### src/rtl/mem_port_arbiter_pkg.sv
// Shared encodings for the IF/MEM memory-port arbiter: FSM states, owner,
// access size codes and stall-bus bit positions.
package mem_port_arbiter_pkg;

  typedef enum logic [1:0] {
    ST_IDLE = 2'd0,
    ST_REQ  = 2'd1,
    ST_WAIT = 2'd2
  } arb_state_e;

  typedef enum logic {
    OWN_INST = 1'b0,
    OWN_DATA = 1'b1
  } owner_e;

  localparam logic [1:0] SZ_BYTE = 2'd0;
  localparam logic [1:0] SZ_HALF = 2'd1;
  localparam logic [1:0] SZ_WORD = 2'd2;

  localparam int STALL_IF_BIT  = 0;
  localparam int STALL_MEM_BIT = 1;
  localparam int STALL_W       = 2;

  function automatic logic [3:0] streak_inc_sat(input logic [3:0] cur,
                                                input logic [3:0] lim);
    return (cur >= lim) ? lim : cur + 4'd1;
  endfunction

endpackage

### src/rtl/mem_port_arbiter_prio.sv
// Grant logic for the shared memory port: data wins unless instruction
// fetch has been starved for STARVE_LIM consecutive data grants.
module mem_port_prio
  import mem_port_arbiter_pkg::*;
#(
  parameter int STARVE_LIM = 4
) (
  input  logic clk,
  input  logic rst,
  input  logic arb_en,
  input  logic flush,
  input  logic inst_req,
  input  logic data_req,
  output logic grant_inst,
  output logic grant_data
);

  localparam logic [3:0] LIM = 4'(STARVE_LIM);

  logic [3:0] streak_q, streak_d;

  always_comb begin
    grant_data = arb_en && data_req && !(inst_req && (streak_q == LIM));
    grant_inst = arb_en && !grant_data && inst_req && !flush;
    streak_d   = streak_q;
    if (grant_data && inst_req) begin
      streak_d = streak_inc_sat(streak_q, LIM);
    end else if (grant_inst || grant_data) begin
      streak_d = 4'd0;
    end
  end

  always_ff @(posedge clk) begin
    if (rst) streak_q <= 4'd0;
    else     streak_q <= streak_d;
  end

endmodule

### src/rtl/mem_port_arbiter.sv
// Serialises IF and MEM requesters onto one SRAM-like port, one transaction
// at a time, with flush cancellation of in-flight fetches and stall requests.
module mem_port_arbiter
  import mem_port_arbiter_pkg::*;
#(
  parameter int ADDR_W     = 32,
  parameter int DATA_W     = 32,
  parameter int STARVE_LIM = 4
) (
  input  logic              clk,
  input  logic              rst,
  input  logic              flush,
  input  logic              inst_req,
  input  logic [ADDR_W-1:0] inst_addr,
  output logic              inst_addr_ok,
  output logic              inst_data_ok,
  output logic [DATA_W-1:0] inst_rdata,
  input  logic              data_req,
  input  logic              data_wr,
  input  logic [1:0]        data_size,
  input  logic [3:0]        data_wstrb,
  input  logic [ADDR_W-1:0] data_addr,
  input  logic [DATA_W-1:0] data_wdata,
  output logic              data_addr_ok,
  output logic              data_data_ok,
  output logic [DATA_W-1:0] data_rdata,
  output logic              bus_req,
  output logic              bus_wr,
  output logic [1:0]        bus_size,
  output logic [3:0]        bus_wstrb,
  output logic [ADDR_W-1:0] bus_addr,
  output logic [DATA_W-1:0] bus_wdata,
  input  logic              bus_addr_ok,
  input  logic              bus_data_ok,
  input  logic [DATA_W-1:0] bus_rdata,
  output logic              stallreq_if,
  output logic              stallreq_mem
);

  arb_state_e state_q, state_d;
  owner_e     owner_q, owner_d;
  logic       cancel_q, cancel_d;

  logic              bus_wr_q, bus_wr_d;
  logic [1:0]        bus_size_q, bus_size_d;
  logic [3:0]        bus_wstrb_q, bus_wstrb_d;
  logic [ADDR_W-1:0] bus_addr_q, bus_addr_d;
  logic [DATA_W-1:0] bus_wdata_q, bus_wdata_d;

  logic               arb_en, grant_inst, grant_data;
  logic [STALL_W-1:0] stall_bus;

  assign arb_en = (state_q == ST_IDLE) && !rst;

  mem_port_prio #(.STARVE_LIM(STARVE_LIM)) u_prio (
    .clk       (clk),
    .rst       (rst),
    .arb_en    (arb_en),
    .flush     (flush),
    .inst_req  (inst_req),
    .data_req  (data_req),
    .grant_inst(grant_inst),
    .grant_data(grant_data)
  );

  always_comb begin
    state_d      = state_q;
    owner_d      = owner_q;
    cancel_d     = cancel_q;
    bus_wr_d     = bus_wr_q;
    bus_size_d   = bus_size_q;
    bus_wstrb_d  = bus_wstrb_q;
    bus_addr_d   = bus_addr_q;
    bus_wdata_d  = bus_wdata_q;
    inst_addr_ok = 1'b0;
    data_addr_ok = 1'b0;
    inst_data_ok = 1'b0;
    data_data_ok = 1'b0;
    bus_req      = 1'b0;
    stall_bus    = '0;

    case (state_q)
      ST_IDLE: begin
        if (grant_data) begin
          owner_d      = OWN_DATA;
          bus_wr_d     = data_wr;
          bus_size_d   = data_size;
          bus_wstrb_d  = data_wstrb;
          bus_addr_d   = data_addr;
          bus_wdata_d  = data_wdata;
          data_addr_ok = 1'b1;
          state_d      = ST_REQ;
        end else if (grant_inst) begin
          owner_d      = OWN_INST;
          cancel_d     = 1'b0;
          bus_wr_d     = 1'b0;
          bus_size_d   = SZ_WORD;
          bus_wstrb_d  = 4'b0000;
          bus_addr_d   = inst_addr;
          inst_addr_ok = 1'b1;
          state_d      = ST_REQ;
        end
      end
      ST_REQ: begin
        bus_req = 1'b1;
        if (flush && owner_q == OWN_INST) cancel_d = 1'b1;
        if (bus_addr_ok) state_d = ST_WAIT;
      end
      ST_WAIT: begin
        if (flush && owner_q == OWN_INST) cancel_d = 1'b1;
        if (bus_data_ok) begin
          state_d = ST_IDLE;
          if (owner_q == OWN_DATA) begin
            data_data_ok = 1'b1;
          end else begin
            // The response of a flushed fetch is consumed but not forwarded.
            inst_data_ok = !cancel_q;
            cancel_d     = 1'b0;
          end
        end
      end
      default: state_d = ST_IDLE;
    endcase

    stall_bus[STALL_IF_BIT]  = inst_req && !inst_data_ok;
    stall_bus[STALL_MEM_BIT] = (data_req || (owner_q == OWN_DATA && state_q != ST_IDLE))
                               && !data_data_ok;

    if (rst) begin
      inst_addr_ok = 1'b0;
      data_addr_ok = 1'b0;
      inst_data_ok = 1'b0;
      data_data_ok = 1'b0;
      bus_req      = 1'b0;
      stall_bus    = '0;
    end
  end

  always_ff @(posedge clk) begin
    if (rst) begin
      state_q  <= ST_IDLE;
      owner_q  <= OWN_INST;
      cancel_q <= 1'b0;
    end else begin
      state_q  <= state_d;
      owner_q  <= owner_d;
      cancel_q <= cancel_d;
    end
  end

  always_ff @(posedge clk) begin
    bus_wr_q    <= bus_wr_d;
    bus_size_q  <= bus_size_d;
    bus_wstrb_q <= bus_wstrb_d;
    bus_addr_q  <= bus_addr_d;
    bus_wdata_q <= bus_wdata_d;
  end

  assign bus_wr       = bus_wr_q;
  assign bus_size     = bus_size_q;
  assign bus_wstrb    = bus_wstrb_q;
  assign bus_addr     = bus_addr_q;
  assign bus_wdata    = bus_wdata_q;
  assign inst_rdata   = inst_data_ok ? bus_rdata : '0;
  assign data_rdata   = data_data_ok ? bus_rdata : '0;
  assign stallreq_if  = stall_bus[STALL_IF_BIT];
  assign stallreq_mem = stall_bus[STALL_MEM_BIT];

endmodule

### config.mk
export PLATFORM = sky130hd
export DESIGN_NAME = mem_port_arbiter
export DESIGN_NICKNAME = d
export VERILOG_FILES = /design/src/rtl/mem_port_arbiter_pkg.sv /design/src/rtl/mem_port_arbiter_prio.sv /design/src/rtl/mem_port_arbiter.sv
export SDC_FILE = /design/constraint.sdc
export NUM_CORES = 1
export LEC_CHECK = 0
export CAP_MARGIN = 20
export CORE_MARGIN = 3
export CORE_UTILIZATION = 30
export DETAILED_ROUTE_END_ITERATION = 16
export PLACE_DENSITY_LB_ADDON = 0.3
export SLEW_MARGIN = 5
export SYNTH_ARGS = -nofsm -noshare
export SYNTH_HDL_FRONTEND = slang
export SYNTH_HIERARCHICAL = 1
export SYNTH_SLANG_ARGS = --single-unit
### constraint.sdc
create_clock -name clk -period 8.06 [get_ports clk]
set_clock_uncertainty 0.15 [all_clocks]
set_input_delay 1.209 -clock clk [delete_from_list [all_inputs] [get_ports clk]]
set_output_delay 1.209 -clock clk [all_outputs]
set_load 0.1 [all_outputs]
Word-level counts from Yosys, hierarchy flattened
Index checks and enable logic that the tools add are counted.
{ "word_totals": {"reg_bits": 79, "inputBits": 142, "output_inout_bits": 142} }
{ "classes": {"addsub": 1, "order_cmp": 1, "eq_ne": 8, "muxes": 42, "n_bitwise": 1, "reduce_logical": 30} }
{ "ops": {"columns": ["op", "count"], "rows": [
  ["32-bit two-way mux", 4],
  ["1-bit two-way mux", 24],
  ["4-bit two-way mux", 5],
  ["2-bit two-way mux", 7],
  ["1-bit logical AND", 12],
  ["2-bit inequality test, second input constant", 4],
  ["1-bit zero test", 7],
  ["2-bit case mux with 3 select lines", 1],
  ["3-bit AND reduction", 2],
  ["2-bit nonzero test", 3],
  ["4-bit by 1-bit adder with 4-bit output, second input constant", 1],
  ["4-bit by 3-bit == test with 1-bit output, second input constant", 1],
  ["4-bit by 3-bit >= comparator with 1-bit output, second input constant", 1],
  ["2-bit AND reduction", 2],
  ["3-bit inequality test, second input constant", 1],
  ["1-bit case mux with 3 select lines", 1],
  ["3-bit nonzero test", 1],
  ["2-bit by 1-bit == test with 1-bit output, second input constant", 1],
  ["2-bit == test, second input constant", 1],
  ["2-bit zero test", 1],
  ["1-bit logical OR", 2],
  ["1-bit inverter", 1]
]} }

Depth between registers and ports, before layout
Gate-level depths: netlist (run 1).
{ "depth": {"ltp_word": 12, "depth_mapped": 10, "depth_no_buf": 10} }

Hierarchy
The synthesis (run 1) kept the hierarchy.
{ "by_module_without_submodules": {"columns": ["module", "n_inst", "cells_each", "area_each_um2", "seq_area_each_um2"], "rows": [
  ["mem_port_arbiter", 1, 237, 3475.8, 2212.1],
  ["mem_port_prio", 1, 25, 234.0, 80.1]
]} }

Least setup slack after synthesis (run 1)
No wires, ideal clock.
{ "synth_timing": {"path_type": "input -> output", "from": "in rst", "to": "out inst_addr_ok", "arrival_ns": 4.287, "path_slack_ns": 2.414, "cell_stages": 6, "path_buffers": 1, "path_cell_list": "buf_2 nor2_1 and3b_1 nor2b_1 nand2b_4 nor3_1"} }
{ "synth_via": {"elab_chain_cells": 12} }
{ "synth_lines": {"columns": ["element", "line_no", "source"], "rows": [
  ["start, declared", "mem_port_arbiter.sv:11", "input logic rst,"],
  ["1-bit zero test *", "mem_port_arbiter.sv:53", "assign arb_en = (state_q == ST_IDLE) && !rst;"],
  ["1-bit logical AND *", "mem_port_arbiter.sv:53", null],
  ["via arb_en", "mem_port_arbiter.sv:50", "logic arb_en, grant_inst, grant_data;"],
  ["1-bit logical AND (2 in a row)", "mem_port_arbiter_prio.sv:23", "grant_data = arb_en && data_req && !(inst_req && (streak_q == LIM));"],
  ["1-bit zero test", "mem_port_arbiter_prio.sv:24", "grant_inst = arb_en && !grant_data && inst_req && !flush;"],
  ["1-bit logical AND * (3 in a row)", "mem_port_arbiter_prio.sv:24", null],
  ["via grant_inst", "mem_port_arbiter.sv:50", null],
  ["1-bit two-way mux *", "mem_port_arbiter.sv:93", "end else if (grant_inst) begin"],
  ["1-bit two-way mux *", "mem_port_arbiter.sv:84", "if (grant_data) begin"],
  ["1-bit two-way mux *", "mem_port_arbiter.sv:82", "case (state_q)"],
  ["1-bit two-way mux *", "mem_port_arbiter.sv:129", "if (rst) begin"],
  ["end, declared", "mem_port_arbiter.sv:15", "output logic inst_addr_ok,"]
]} }
Mark *: on every way through the listed nets, which the timed path passes. The rest lies on a longest branch.

Worst setup path in the final report (run 1)
Same ends and word-level chain as after synthesis.

==> results by stage, run 1 <==
Layout:
- The post-route non-filler standard cell count is 716.
- Leaving out fill and tap cells, the most frequent cell in the layout is clkdlybuf4s50_1.
- Of the cells placed in the final design, the portion with a size suffix greater than 1 is 11.2%.
- The repair_antennas step left the layout with diodes totalling 0.
- The total number of nets in the final design is 697.
- The layout-stage area growth over the synthesis result is 89.1%.
- The area of all placed cells without fillers is 7020 sq um.
- The top cell types in the final layout, fill and taps aside, are clkdlybuf4s50_1 (283), and2_1 (71), edfxtp_1 (71).

Critical path:
- Data arrives at the worst endpoint at 4430 ps.
- The slowest cell on the critical path is clkdlybuf4s50_1.
- By instance count, the cell type seen most on the critical path is clkdlybuf4s50_1.
- The largest single stage delay on the critical path is 1190 ps.
- The setup path with the least slack is of type primary input to output pin.
- The cell family contributing the most delay on the critical path is buffers and inverters.
- The endpoint required time on the critical path is 6700 ps.
- Of all nets on the critical path, the largest fanout is 13.
- The sort of element at the start of the critical path is a primary input.
- The worst register-to-register path begins at state_q[1].
- The combined buffer and inverter count along the critical path is 2.
- The first element of the critical path is rst.
- STA classifies the critical path endpoint as an output pin.
- The critical path goes through clkdlybuf4s50_1, nor2_1, and3b_1, nor2b_1, nand2b_4, nor3_1, clkdlybuf4s50_1.

Placed design:
- The congestion estimate from routability-driven global placement came to 0.756.
- The total of buffers placed on input and output ports is 283.
- At the placement stage, the worst setup path has a slack of 2260 ps.
- The number of placed instances with taps included is 698.
- The placed instances occupy a cell area of 6690 sq um.
- The wire-length estimate of the detail-placed layout is 9610 um.

Power and ir drop:
- The part of the power in registers is 31.3%.
- The static leakage is 0.00252 uW.
- Dividing total power by cell area gives a power density of 256 nW/um^2.
- Summed over all nets, the switching power comes to 788 uW.
- Combinational logic is responsible for 46.7% of the overall power.
- The internal portion of total power is 1010 uW.
- The clock share of power is 22.0%.
- Net switching is 43.8% of the power.
- The peak supply drop is 0.142 mV.

Synthesis:
- The flip-flop and latch count after synthesis is 79.
- The warning count from the yosys run is 6.
- The number of different library cells used by synthesis comes to 38.
- The count of flip-flops with a built-in enable after synthesis is 71.
- The number of instances in the synthesized netlist is 262.
- The synthesized netlist occupies a cell area of 3710 sq um.
- The most used flip-flop cell after synthesis is edfxtp_1.
- Of all flip-flops after synthesis, the portion carrying an async set or reset was 0%.
- The share of the Yosys chip area taken by registers is 61.8%.
- The number of nets in the synthesized netlist is 412.
- A synthesized cell averages 14.2 sq um.

STA:
- The worst slew slack as a fraction of its limit is 31.3%.
- For the pin with the worst max-slew slack, the measured transition is 1030 ps.
- The highest achievable clock rate is 173 MHz.
- The final worst setup slack is 2270 ps.
- The final hold violation count came to 0.
- The clock period minus worst slack is 5790 ps.
- The part of the cycle the worst path needs is 71.8%.
- For the final routed database, the setup TNS stands at 0 ps.
- The final count of negative-setup-slack endpoints is 0.
- The final number of max-transition violations came to 0.
- Setup repair after global routing left no endpoint under its margin.
- On the final layout, the worst hold slack is 321 ps.

Detailed routing:
- After detailed routing, the average wire length per cell comes to 16.7 um.
- Using the TritonRoute via totals, the vias-per-cell ratio works out to 4.35.
- In this run, the number of DRC markers left after iteration 0 of detailed routing was 151.
- The detailed-routing iteration count for the pre-antenna-repair pass is 4.
- The via total after detailed routing is 3115.
- For this block, the routed nets add up to 11900 um of wire.
- Once detail routing completed, the nets flagged for antenna violations numbered 0.
- The post-route DRC violation count is 0.

Clocking:
- Post-CTS repair changed the size of 0 cells.
- The total clock buffers created by CTS is 9.
- Clock tree synthesis selected as its root buffer the cell clkbuf_16.
- The clock latency on the worst-skew pair is 330 ps.
- Clock-pin slew was measured on the worst setup and hold paths at 60 ps.
- The CTS tree is done.
- Buffers inserted to repair hold after CTS numbered 0.
- Post-CTS timing repair inserted 0 buffers for setup.
- The maximum number of buffers from clock root to sink is 2.
- The number of clock sinks is 79.
- The count of H-tree levels built during CTS is 3.

Floorplanning:
- For this configuration, the core starts out at a cell density of 31.5%.
- The die covers 13700 sq um.
- Pin placement for this block handled 284 I/O pins.
- The floorplan core area is 11800 sq um.
- The overall die height is 117 um.
- The floorplan has 39 rows.
- The die boundary width is 117 um.

Hold path:
- The startpoint of the most critical hold path is u_prio/streak_q[3].
- In this run the worst hold path is classified as flop to flop.

Global route:
- The maximum number of pins on one net before global-route repair is 46.
- The global-route wire length before repair is 16900 um.
- The number of antenna violations at the first check in global routing is 0.
- For this run the aggregate overflow at the end of global routing stands at 0.
- The global-route usage over all layers is 16.4%.
- The via count of the first global-routing pass is 3141.

Run:
- The count of maximum capacitance violations is 0.

Run status:
- The run finished with clean final reports.
## worst paths after layout
kind	to	slack (ps)	cells past startpoint
setup / recovery	inst_addr_ok	2270	7
hold / removal	u_prio/streak_q[3]	320	2
setup reg to reg	bus_wstrb[3]	4690	10
hold reg to reg	u_prio/streak_q[3]	320	2
## cells by family (layout without fill, tap and decap cells)
group,after synthesis,in the layout,synth area share [%]
AND/OR/NAND/NOR,105,105,18.2
adder cells (fa/ha/maj),8,8,2.70
flip-flops,79,79,61.8
multiplexers,33,33,10.0
AO/OA/AOI/OAI,17,17,4.01
buffers and inverters,20,310,3.27
## cells in the mapped netlist, types with 2 or more instances
| cell | number | area [sq um] |
|---|---|---|
| nand4_1 | 2 | 12.5 |
| nand2_1 | 3 | 11.3 |
| clkbuf_2 | 2 | 10.0 |
| mux2_2 | 32 | 360 |
| buf_6 | 5 | 56.3 |
| edfxtp_1 | 71 | 2130 |
| buf_2 | 5 | 25.0 |
| dfxtp_1 | 8 | 160 |
| ha_1 | 8 | 100 |
| nor2_1 | 8 | 30.0 |
| nand2b_1 | 3 | 18.8 |
| nor3_1 | 3 | 15.0 |
| nor2b_1 | 4 | 25.0 |
| and2_1 | 71 | 444 |
| o31ai_1 | 2 | 15.0 |
| inv_1 | 7 | 26.3 |
| nand4b_1 | 2 | 17.5 |
| a21oi_1 | 6 | 30.0 |
## worst register-to-register path, stage by stage (launching register included)
cell and delay (ps):
dfxtp_1 350, inv_1 140, ha_1 390, inv_1 190
nor2_1 270, nand2_1 160, a21oi_4 140, buf_4 440
nor2_1 160, nor2_4 450, buf_16 240
## power by group through the flow
stage | logic [uW] | registers (uW) | clock network [uW]
finish | 840 | 563 | 396
global route | 875 | 570 | 427
CTS | 837 | 565 | 411
detailed placement | 835 | 574 | 0
global placement | 828 | 570 | 0
floorplan | 201 | 977 | 0
## final cells by class
| cell class | instances | area [sq um] |
|---|---|---|
| Multi-Input combinational cell | 163 | 1320 |
| Clock buffer | 10 | 229 |
| Sequential cell | 79 | 2290 |
| Tap cell | 164 | 205 |
| Clock inverter | 6 | 61.3 |
| Inverter | 7 | 26.3 |
| Fill cell | 995 | 4740 |
| Timing Repair Buffer | 287 | 2890 |
## state kept, by name, summed over array words and instances, names as in the netlist
| register | count |
|---|---|
| bus_wdata | 32 |
| bus_wstrb | 4 |
| owner_q | 1 |
| bus_wr | 1 |
| u_prio/streak_q | 4 |
| state_q | 2 |
| cancel_q | 1 |
| bus_addr | 32 |
| bus_size | 2 |
## per-layer routing
layer,vias up,part of all wire (%),global-route usage (%)
li1,1510,-,-
met1,1470,36,18.2
met2,124,55,29.5
met3,11,8.0,5.40
met4,0,1.4,5.50
met5,-,0,0
## stage by stage
step / total power, uW / util (%)
5_1_grt: 1870 / 59.7
3_3_place_gp: 1400 / 56.9
2_1_floorplan: 1180 / -
4_1_cts: 1810 / 59.3
6_report: 1800 / 59.7
3_5_place_dp: 1410 / 56.9
(Power assumes the default switching activity.)
==> run 2, diff against run 1 <==
==> constraint.sdc (replaced) <==
create_clock -name clk -period 5.65 [get_ports clk]
set_clock_uncertainty 0.15 [all_clocks]
set_input_delay 0.8475 -clock clk [delete_from_list [all_inputs] [get_ports clk]]
set_output_delay 0.8475 -clock clk [all_outputs]
set_load 0.1 [all_outputs]
==> run 2 against run 1 <==
  * Setup slack worse by 880 ps
  * Sequential power increased by 43%
  * Worst hold slack better by 25 ps
  * Die area unchanged
  * Global-route usage down 0.75 points
  * Critical path depth rose by 1
  * Largest power group unchanged
  * Highest routed layer unchanged
  * Clock power increased by 31%
  * First-iteration DRC count down 12%
  * Count of clock-buffer cells in the layout down 1
  * Total power is 40% higher
  * Utilization shrank 1.7 points
==> results by stage, run 2 (synthesized netlist as in run 1, its figures left out) <==
Layout:
- The layout-stage area growth over the synthesis result is 83.8%.
- The fraction of final layout cells sized beyond drive strength 1 is 23.6%.
- Leaving out filler cells and counting taps, the final layout contains 716.
- Leaving out fill and tap cells, the most frequent cell in the layout is clkdlybuf4s50_1.
- Leaving out fill and tap cells, the most frequent cells in the layout are clkdlybuf4s50_1 (215), and2_1 (71), edfxtp_1 (71).
- The repair_antennas step left the layout with diodes totalling 0.
- With fillers left out, the area of the finished cells amounts to 6820 sq um.
- The total number of nets in the final design is 697.

Global route:
- The maximum number of pins on one net before global-route repair is 46.
- The met3 layer usage reported by global route is 5.71%.
- The highest-utilization routing layer at the global route stage is met2.
- Across every metal layer, demand over resource in global routing totals 15.7%.
- The total overflow reported by the global router is 0.
- The met2 layer usage reported by global route is 27.1%.
- The via count of the first global-routing pass is 2991.
- The global-route wire length before repair is 16100 um.
- The met1 usage is 17.8%.
- The number of antenna violations at the first check in global routing is 0.

STA:
- The final critical path takes up 75.3% of the cycle.
- The final-layout setup total negative slack is 0 ps.
- The worst path needs 4260 ps of the cycle, external delays included.
- For this run, the top clock speed supported by timing is 235 MHz.
- The worst path meets setup with 1390 ps of slack.
- The worst slew slack as a fraction of its limit is 31.6%.
- Setup repair after global routing left no endpoint under its margin.
- Hold timing on the final database bottoms out at a slack of 346 ps.
- The final number of max-transition violations is 0.
- The final hold violation count is 0.
- Setup violations remaining at the end of the flow were counted as 0.
- The slew at the pin closest to its max-slew limit is 1020 ps.

Critical path:
- In this design, the largest share of critical-path delay is due to buffers and inverters.
- The endpoint required time on the critical path is 4650 ps.
- The setup path with the least slack is of type primary input to output pin.
- The arrival time of the worst setup path is 3260 ps.
- In this design, the critical path's most frequently occurring cell is buf_4.
- On the critical path, the stage with the largest delay is an instance of clkdlybuf4s50_1.
- Walking the worst path, the cells encountered are clkdlybuf4s50_1, nor2_1, nand2_1, a21oi_4, buf_4, nand2b_4, nor3_1, buf_4.
- The combined buffer and inverter count along the critical path is 3.
- The startpoint identified for the worst register-to-register timing path is state_q[1].
- The highest cell delay on the worst timing path is 710 ps.
- The critical path starts at rst.
- The kind of end point of the critical path is an output pin.
- Along the worst path, the maximum fanout reaches 45.
- The worst setup path is launched from a primary input.

Clocking:
- Buffers inserted during clock tree synthesis total 9.
- Gates resized during post-CTS repair numbered 0.
- In this run the clock root is driven by a clkbuf_16.
- The clock-pin slew of the registers on the worst-case setup and hold paths is 60 ps.
- The clock latency on the worst-skew pair is 330 ps.
- The buffer count from post-CTS setup fixing is 0.
- The maximum number of buffers from clock root to sink is 2.
- Counting every sink on the clock net gives 79.
- For this design, the CTS-stage hold fixing added 0 buffers.
- The H-tree was split into 3 levels.
- The CTS tree is done.

Power and ir drop:
- The power dissipated by switching net loads is 1120 uW.
- The worst-case IR drop observed on VDD is 0.190 mV.
- The clock share of power is 20.6%.
- The static leakage is 0.00265 uW.
- The internal portion of total power is 1390 uW.
- Per report_power, the sequential group accounts for 32.0% of the total.
- Dividing total power by cell area gives a power density of 368 nW/um^2.
- The net switching fraction of the power is 44.6%.
- The share of total power in combinational logic is 47.5%.

Placed design:
- OpenSTA, run right after detailed placement, puts the worst setup slack at 1350 ps.
- The number of placed instances with taps included is 698.
- Once placement finished, the instance area stood at 6520 sq um.
- The congestion estimate from routability-driven global placement came to 0.759.
- The half-perimeter wire length of the detailed placement result is 9330 um.
- The total of buffers placed on input and output ports is 283.

Detailed routing:
- The number of violations reported at the end of detailed-routing iteration 0 is 133.
- The detailed-routing iteration count for the pre-antenna-repair pass is 4.
- Summed over all layers, the routed wires come to 11700 um.
- The count of nets left with antenna violations after detail routing is 0.
- After detailed routing, the number of remaining DRC violations is 0.
- The wire length per cell after detailed routing is 16.3 um.
- In the routed layout, each cell is associated on average with a via count of 4.32.
- The routed layout has 3093 vias.

Floorplanning:
- The total area inside the core boundary comes to 11800 sq um.
- The total I/O pin count is 284.
- Once the floorplan was initialized, standard cells occupied 31.5% of the core.
- The overall die height is 117 um.
- The die is 117 um wide.
- The die covers 13700 sq um.
- The floorplan has 39 rows.

Run status:
- The flow ran to the end, and the final reports show no timing, DRC or antenna violations.

Run:
- The count of maximum capacitance violations is 0.

Hold path:
- The min-delay analysis places its worst path in the category flop to flop.
- The startpoint of the most critical hold path is u_prio/streak_q[3].
## run 2: path summary, 6_finish.rpt
path                             end  slack (ps)  cells after the start
setup / recovery        inst_addr_ok        1390                      8
hold / removal    u_prio/streak_q[3]         350                      2
setup reg to reg        bus_wstrb[1]        2380                     10
hold reg to reg   u_prio/streak_q[3]         350                      2
## run 2: layout make-up
type	instances	area (sq um)
fill	996	4940
timing repair buffer	287	2720
sequential	79	2290
multi-input combinational	163	1320
clock buffer	9	225
tap	164	205
clock inverter	7	40.0
inverter	7	26.3
## run 2: layer usage
metal  part of all wire [%]  up-vias
met5                      0        -
met4                    1.6        0
met3                    8.3       14
met2                     53      128
met1                     37     1444
li1                       -     1507
## run 2: power groups by stage
stage                     registers, uW  clock network, uW  logic [uW]
after floorplan                    1390                  0         286
after global placement              814                  0        1180
after detailed placement            818                  0        1180
after CTS                           806                537        1190
after global routing                813                559        1240
final                               803                517        1190
## run 2: per-stage QoR
step	power, uW	utilization, %
6_report	2510	58.0
5_1_grt	2610	58.0
4_1_cts	2530	57.7
3_5_place_dp	2000	55.4
3_3_place_gp	1990	55.4
2_1_floorplan	1680	-
## run 2: worst min-delay path, stage by stage, from the launching register on
cell and delay [ps]:
dfxtp_1 340, nand2_1 70, nor3_1 40
